--- src/rtl/register_file.sv ---
// register_file: 24-bit GPR file feeding the ALU A/B operand buses.
// R0 reads as zero and has no storage; R1..R(N-1) clear asynchronously on reset.
// Reads are purely combinational from stored state with no write bypass, so
// the single-cycle loop (read -> ALU -> WriteData) stays free of comb cycles.

// One storage register; written on the rising edge when selected.
module register_file_cell #(
  parameter int WIDTH = 24
) (
  input  logic             clk,
  input  logic             rst_n,
  input  logic             we,
  input  logic [WIDTH-1:0] d,
  output logic [WIDTH-1:0] q
);

  // Async clear wins over any write in the same cycle.
  always_ff @(posedge clk or negedge rst_n) begin
    if (!rst_n)  q <= '0;
    else if (we) q <= d;
  end

endmodule

module register_file #(
  parameter int WIDTH  = 24,
  parameter int ADDR_W = 2
) (
  input  logic              Clock,
  input  logic              Reset,
  input  logic              RegWrite,
  input  logic [ADDR_W-1:0] RS,
  input  logic [ADDR_W-1:0] RT,
  input  logic [ADDR_W-1:0] RD,
  input  logic [WIDTH-1:0]  WriteData,
  input  logic [ADDR_W-1:0] DbgAddr,
  output logic [WIDTH-1:0]  ReadData1,
  output logic [WIDTH-1:0]  ReadData2,
  output logic [WIDTH-1:0]  DbgData
);

  localparam int NREGS = 2**ADDR_W;

  typedef struct packed {
    logic              en;
    logic [ADDR_W-1:0] addr;
    logic [WIDTH-1:0]  data;
  } wr_req_t;

  wr_req_t                       wr;
  logic [NREGS-1:0]              wsel;
  logic [NREGS-1:0][WIDTH-1:0]   regs;

  assign wr = '{en: RegWrite, addr: RD, data: WriteData};

  // One-hot write select; slot 0 never selected so R0 writes are dropped.
  always_comb begin
    wsel = '0;
    for (int i = 1; i < NREGS; i++)
      wsel[i] = wr.en && (wr.addr == ADDR_W'(i));
  end

  assign regs[0] = '0;

  genvar g;
  generate
    for (g = 1; g < NREGS; g++) begin : g_reg
      register_file_cell #(.WIDTH(WIDTH)) u_cell (
        .clk   (Clock),
        .rst_n (Reset),
        .we    (wsel[g]),
        .d     (wr.data),
        .q     (regs[g])
      );
    end
  endgenerate

  // Three independent combinational read ports; address 0 hits the zero slot.
  assign ReadData1 = regs[RS];
  assign ReadData2 = regs[RT];
  assign DbgData   = regs[DbgAddr];

endmodule
--- config.mk ---
export PLATFORM = sky130hd
export DESIGN_NAME = register_file
export DESIGN_NICKNAME = d
export VERILOG_FILES = /design/src/rtl/register_file.sv
export SDC_FILE = /design/constraint.sdc
export NUM_CORES = 1
export LEC_CHECK = 0
export ABC_AREA = 1
export CAP_MARGIN = 20
export CORE_MARGIN = 2
export CORE_UTILIZATION = 52
export CTS_CLUSTER_DIAMETER = 50
export CTS_CLUSTER_SIZE = 10
export DETAILED_ROUTE_END_ITERATION = 6
export PLACE_DENSITY_LB_ADDON = 0.1
export SLEW_MARGIN = 10
export SYNTH_ARGS = -nofsm -noshare
export SYNTH_HDL_FRONTEND = slang
export SYNTH_HIERARCHICAL = 1
export SYNTH_SLANG_ARGS = --single-unit
--- constraint.sdc ---
create_clock -name Clock -period 1.55 [get_ports Clock]
set_clock_uncertainty 0.1 [all_clocks]
set_input_delay 0.3875 -clock Clock [delete_from_list [all_inputs] [get_ports Clock]]
set_output_delay 0.3875 -clock Clock [all_outputs]
set_load 0.05 [all_outputs]
==> results of run 1 <==
-- through the flow --
stage	std cells	worst slack, ps	utilization	area [sq um]
2_1_floorplan	756	-27.8	-	5350
3_3_place_gp	971	-603	0.806	7380
3_5_place_dp	971	-645	0.806	7380
4_1_cts	1016	-184	0.940	8610
-- cells by family after synthesis --
group	count (synthesis)	synth area share
and+or+nand+nor	582	0.493
buffers and inverters	102	0.137
DFF	72	0.370
-- timing repair --
item,CTS
cloned,4
gates resized for setup,281
endpoints found under the setup margin,72
endpoints found under the hold margin,22
pin swaps,64
buffers inserted,26
hold buffers,1
==> reports/qor_table.md, run 1 <==
| Metric | Reported |
| --- | --- |
| Result of the run | aborted with a tool error |
| Last stage the flow got to | 5_1_grt |
| Run Error | [ERROR DPL-0038] Utilization greater than 100%, impossible to legalize |
| Port Buffers | 106 |
| Die Span Y | 101 um |
| Syn nets | 791 |
| Cell types with the highest counts after synthesis | nand2_1, dfrtp_1, nand3_1, inv_1, nand2_2 |
| Maximum number of pins on one net before global-route repair | 29 |
| Leading area contributor after synthesis | dfrtp_1 |
| Top-area cell type share of the netlist area | 0.370 |
| Sequential cell area fraction in the yosys report | 0.370 |
| Post-synthesis area per instance | 6.44 sq um |
| Most used standard cell by instance count after synthesis | nand2_1 |
| Post-synthesis async set-or-reset flop share | 1.00 |
| Count of flip-flops with a built-in enable after synthesis | 0 |
| Placer's final routability congestion estimate | 0.890 |
| Top flip-flop cell by instance count after synthesis | dfrtp_1 |
| HPWL Detailed | 11.8 mm |
| Number of top-level pins | 107 |
| Worst endpoint after global-route timing repair | ReadData2[11] |
| Maximum clock insertion buffer count | 2 |
| Initial core utilization | 0.532 |
| Yosys cell types | 15 |
| Site row count | 35 |
| Number of warnings printed during yosys synthesis | 6 |
| Worst endpoint kind after the last repair | top-level output |
| Flip-flop and latch count after synthesis | 72 |
| Sinks on the clock net | 72 |
| H-Tree Level Count | 3 |
| Total clock buffers created by CTS | 9 |
| Gate Count Post-Synth | 756 |
| Chip width | 101 um |
| Cell Area, Synth | 0.00487 sq mm |
| Synth area leaders | dfrtp_1, nand2_1, nand3_1, inv_1, nand2_2 |
| Clk Tree Root Cell | clkbuf_8 |
==> run 2: changes to the inputs <==
CORE_UTILIZATION = 40   (was 52)
CTS_CLUSTER_DIAMETER = default   (was 50)
CTS_CLUSTER_SIZE = default   (was 10)
PLACE_DENSITY_LB_ADDON = 0.15   (was 0.1)
==> run 2 against run 1 <==
The flow now finishes, with violations (negative setup slack). Synthesized area stayed put. Synthesized cell count stayed put.
==> reports/qor_table.md, run 2 <==
| Metric | Reported |
| --- | --- |
| Worst Hold Path EP | g_reg[3].u_cell/q[14]$_DFFE_PN0P_ |
| Hold violation total from the final report | 0 |
| Cell chain of the critical path | nand2_1 -> nand2_4 -> buf_12 |
| Cell types with the highest counts after synthesis | nand2_1, dfrtp_1, nand3_1, inv_1, nand2_2 |
| Source of the worst register-to-register timing path | g_reg[3].u_cell/q[5]$_DFFE_PN0P_ |
| Worst-Skew Late Latency | 340 ps |
| Placer's final routability congestion estimate | 0.824 |
| WHS Path Cells | 2 |
| Gate Count Post-Synth | 756 |
| Clock Pin Slew Worst Setup and Hold Paths | 60 ps |
| RSZ-0062 raised after global routing | yes |
| WP data arrival | 1240 ps |
| Hold Path Class | register to register |
| Crit path setup slack, layout | -179 ps |
| Maximum number of pins on one net before global-route repair | 73 |
| TritonCTS clock tree | yes |
| Worst r2r path cells | 4 |
| Data required, critical path | 1060 ps |
| Startpoint class of the critical path | register |
| Final setup fails | 72 |
| Worst reg2reg setup slack | 550 ps |
| Vias in the first global route | 5830 |
| Chip width | 114 um |
| Beginning of the worst hold path | g_reg[3].u_cell/q[14]$_DFFE_PN0P_ |
| Actual slew at the worst max-slew pin | 419 ps |
| Number of diodes | 0 |
| Relative contribution of sequential cells to total power | 0.278 |
| Final nets | 947 |
| Number of optimization iterations in the first detailed-route pass | 5 |
| All-layer global routing usage | 0.310 |
| Total clock buffers created by CTS | 9 |
| Most used standard cell by instance count after synthesis | nand2_1 |
| Top flip-flop cell by instance count after synthesis | dfrtp_1 |
| Share of total power in combinational logic | 0.507 |
| Cell Area, Synth | 0.00487 sq mm |
| Worst flop-to-flop path endpoint | g_reg[3].u_cell/q[5]$_DFFE_PN0P_ |
| Die Span Y | 114 um |
| Count of flip-flops with a built-in enable after synthesis | 0 |
| Synth area leaders | dfrtp_1, nand2_1, nand3_1, inv_1, nand2_2 |
| Critical path type | register to primary output |
| Syn nets | 791 |
| Period utilisation layout | 1.12 |
| Initial antenna violation count | 0 |
| Net switching power figure | 0.00387 W |
| Placeable core region | 0.0120 sq mm |
| Sinks on the clock net | 72 |
| Critical Path Max Stage Delay | 490 ps |
| Clk Tree Root Cell | clkbuf_16 |
| Slowest stage cell on the critical path | dfrtp_1 |
| Yosys cell types | 15 |
| HPWL Detailed | 11.4 mm |
| Post-synthesis async set-or-reset flop share | 1.00 |
| Number of flip-flops in the largest register | 72 |
| Overall die area | 0.0131 sq mm |
| Most frequent cells in the layout | nand2_1, nand2_2, nand2_4, buf_12, dfrtp_1 |
| Global-route congestion overflow total | 0 |
| Number of warnings printed during yosys synthesis | 6 |
| Number of DRC markers after the initial detailed-route iteration | 495 |
| Post-placement cell area | 0.00744 sq mm |
| Initial core utilization | 0.407 |
| Flip-flop and latch count after synthesis | 72 |
| Number of top-level pins | 107 |
| Largest registers in the final layout | g.u_cell/q (72) |
| Post-synthesis area per instance | 6.44 sq um |
| Detailed-route wire length | 20.9 mm |
| Most common library cell in the layout ignoring fill and taps | nand2_1 |
| Max-cap violation count | 0 |
| Residual antenna-violating net count after detailed routing | 0 |
| Site row count | 40 |
| Endpoint class of the critical path | primary output |
| Crit Path Max Fanout | 4 |
| Total number of vias | 5848 |
| Port Buffers | 106 |
| Internal power summed over all cells | 0.00539 W |
| H-Tree Level Count | 3 |
| Final Critical Period | 1730 ps |
| Relative contribution of the clock network to total power | 0.215 |
| Post-route cell area | 0.00946 sq mm |
| Maximum clock insertion buffer count | 2 |
| Worst rel slew slack | 0.721 |
| Top-area cell type share of the netlist area | 0.370 |
| Violated checks | negative setup slack |
| Synth-to-layout area growth | 94.2% |
| Pwr/cell area | 979 mW/mm^2 |
| Final cell utilization of the core | 0.791 |
| Result of the run | finished, violations left |
| Maximum resistive drop on vdd | 0.565 mV |
| Detail-routed via count per cell | 5.50 |
| Slew Viols, Final | 0 |
| Aggregate negative setup slack | -9440 ps |
| Global-route wire length before repair | 30.9 mm |
| Leakage power figure | 4.87 nW |
| Net Sw Frac | 0.418 |
| Sequential cell area fraction in the yosys report | 0.370 |
| Leading area contributor after synthesis | dfrtp_1 |
| Number of remaining DRC errors | 0 |
| Final-layout fill cell count | 712 |
| Total instance count after detailed placement | 999 |
| Area used by multi-input combinational logic | 0.00391 sq mm |
| Share of final-layout standard cells stronger than drive strength 1 | 0.613 |
| Final standard cell count with taps included and fillers excluded | 1064 |
| Drt wl/cell | 19.7 um |
| Total area of sequential cells | 0.00181 sq mm |
| Maximum achievable frequency | 578 MHz |
| Reg with most FFs | g.u_cell/q |
==> run 2: cell families (layout without fill, tap and decap cells) <==
group | count (synthesis) | in the layout | share of synthesized area
buffers and inverters | 102 | 263 | 0.137
flip-flops | 72 | 72 | 0.370
AND/OR/NAND/NOR | 582 | 582 | 0.493
==> run 2: per-layer routing <==
metal  vias up  routed length (um)  track usage
met5         -                   0            0
met4         0                1030        0.153
met3        84                1750       0.0492
met2       327               10600        0.539
met1      2849                7510        0.373
li1       2588                   -            -
==> run 2: power groups by stage <==
stage | Clock [W] | Combinational (W) | Sequential, W
floorplan | 0 | 0.00219 | 0.00239
global placement | 0 | 0.00375 | 0.00243
detailed placement | 0 | 0.00381 | 0.00245
CTS | 0.00200 | 0.00430 | 0.00252
global route | 0.00208 | 0.00491 | 0.00260
finish | 0.00199 | 0.00469 | 0.00258
==> run 2: area by class of cell <==
| type | instances | share of cell area |
|---|---|---|
| multi-input combinational | 582 | 0.413 |
| timing repair buffer | 190 | 0.319 |
| sequential | 72 | 0.191 |
| inverter | 57 | 0.0279 |
| clock buffer | 10 | 0.0253 |
| tap | 147 | 0.0194 |
| clock inverter | 6 | 0.00450 |
==> run 2: worst max-delay path by stage <==
| stage | startpoint | end | slack (ps) | cells after the start |
|---|---|---|---|---|
| 2_1_floorplan | RS[1] | ReadData1[10] | -30 | 5 |
| 3_3_place_gp | DbgAddr[0] | DbgData[11] | -650 | 6 |
| 3_5_place_dp | DbgAddr[0] | DbgData[7] | -660 | 6 |
| 4_1_cts | RT[0] | ReadData2[18] | -170 | 7 |
| 5_1_grt | g_reg[1].u_cell/q[19]$_DFFE_PN0P_ | ReadData1[19] | -210 | 3 |
| 6_report | g_reg[1].u_cell/q[19]$_DFFE_PN0P_ | ReadData1[19] | -180 | 3 |
==> run 2: worst max-delay path: cells and delay by family (launching register included) <==
kind                   cells  cell delay [ps]
DFF                        1              490
and+or+nand+nor            2              270
buffers and inverters      1              130
==> run 2: timing repair <==
item | CTS | global route
setup buffers | 18 | 21
hold endpoints to repair | 72 | 0
setup endpoints to repair | 72 | 72
resized for setup | 264 | 126
pin swaps | 52 | 78
hold buffers | 1 | 0
cloned | 8 | 2
==> run 2: stage by stage <==
stage / setup slack [ps] / total power [W] / hold slack (ps)
2_1_floorplan: -27.8 / 0.00457 / -8.09
3_3_place_gp: -648 / 0.00618 / 329
3_5_place_dp: -660 / 0.00626 / 330
4_1_cts: -172 / 0.00882 / 375
5_1_grt: -205 / 0.00959 / 412
6_report: -179 / 0.00926 / 393
Note: power is estimated with default switching activity, not from simulation.
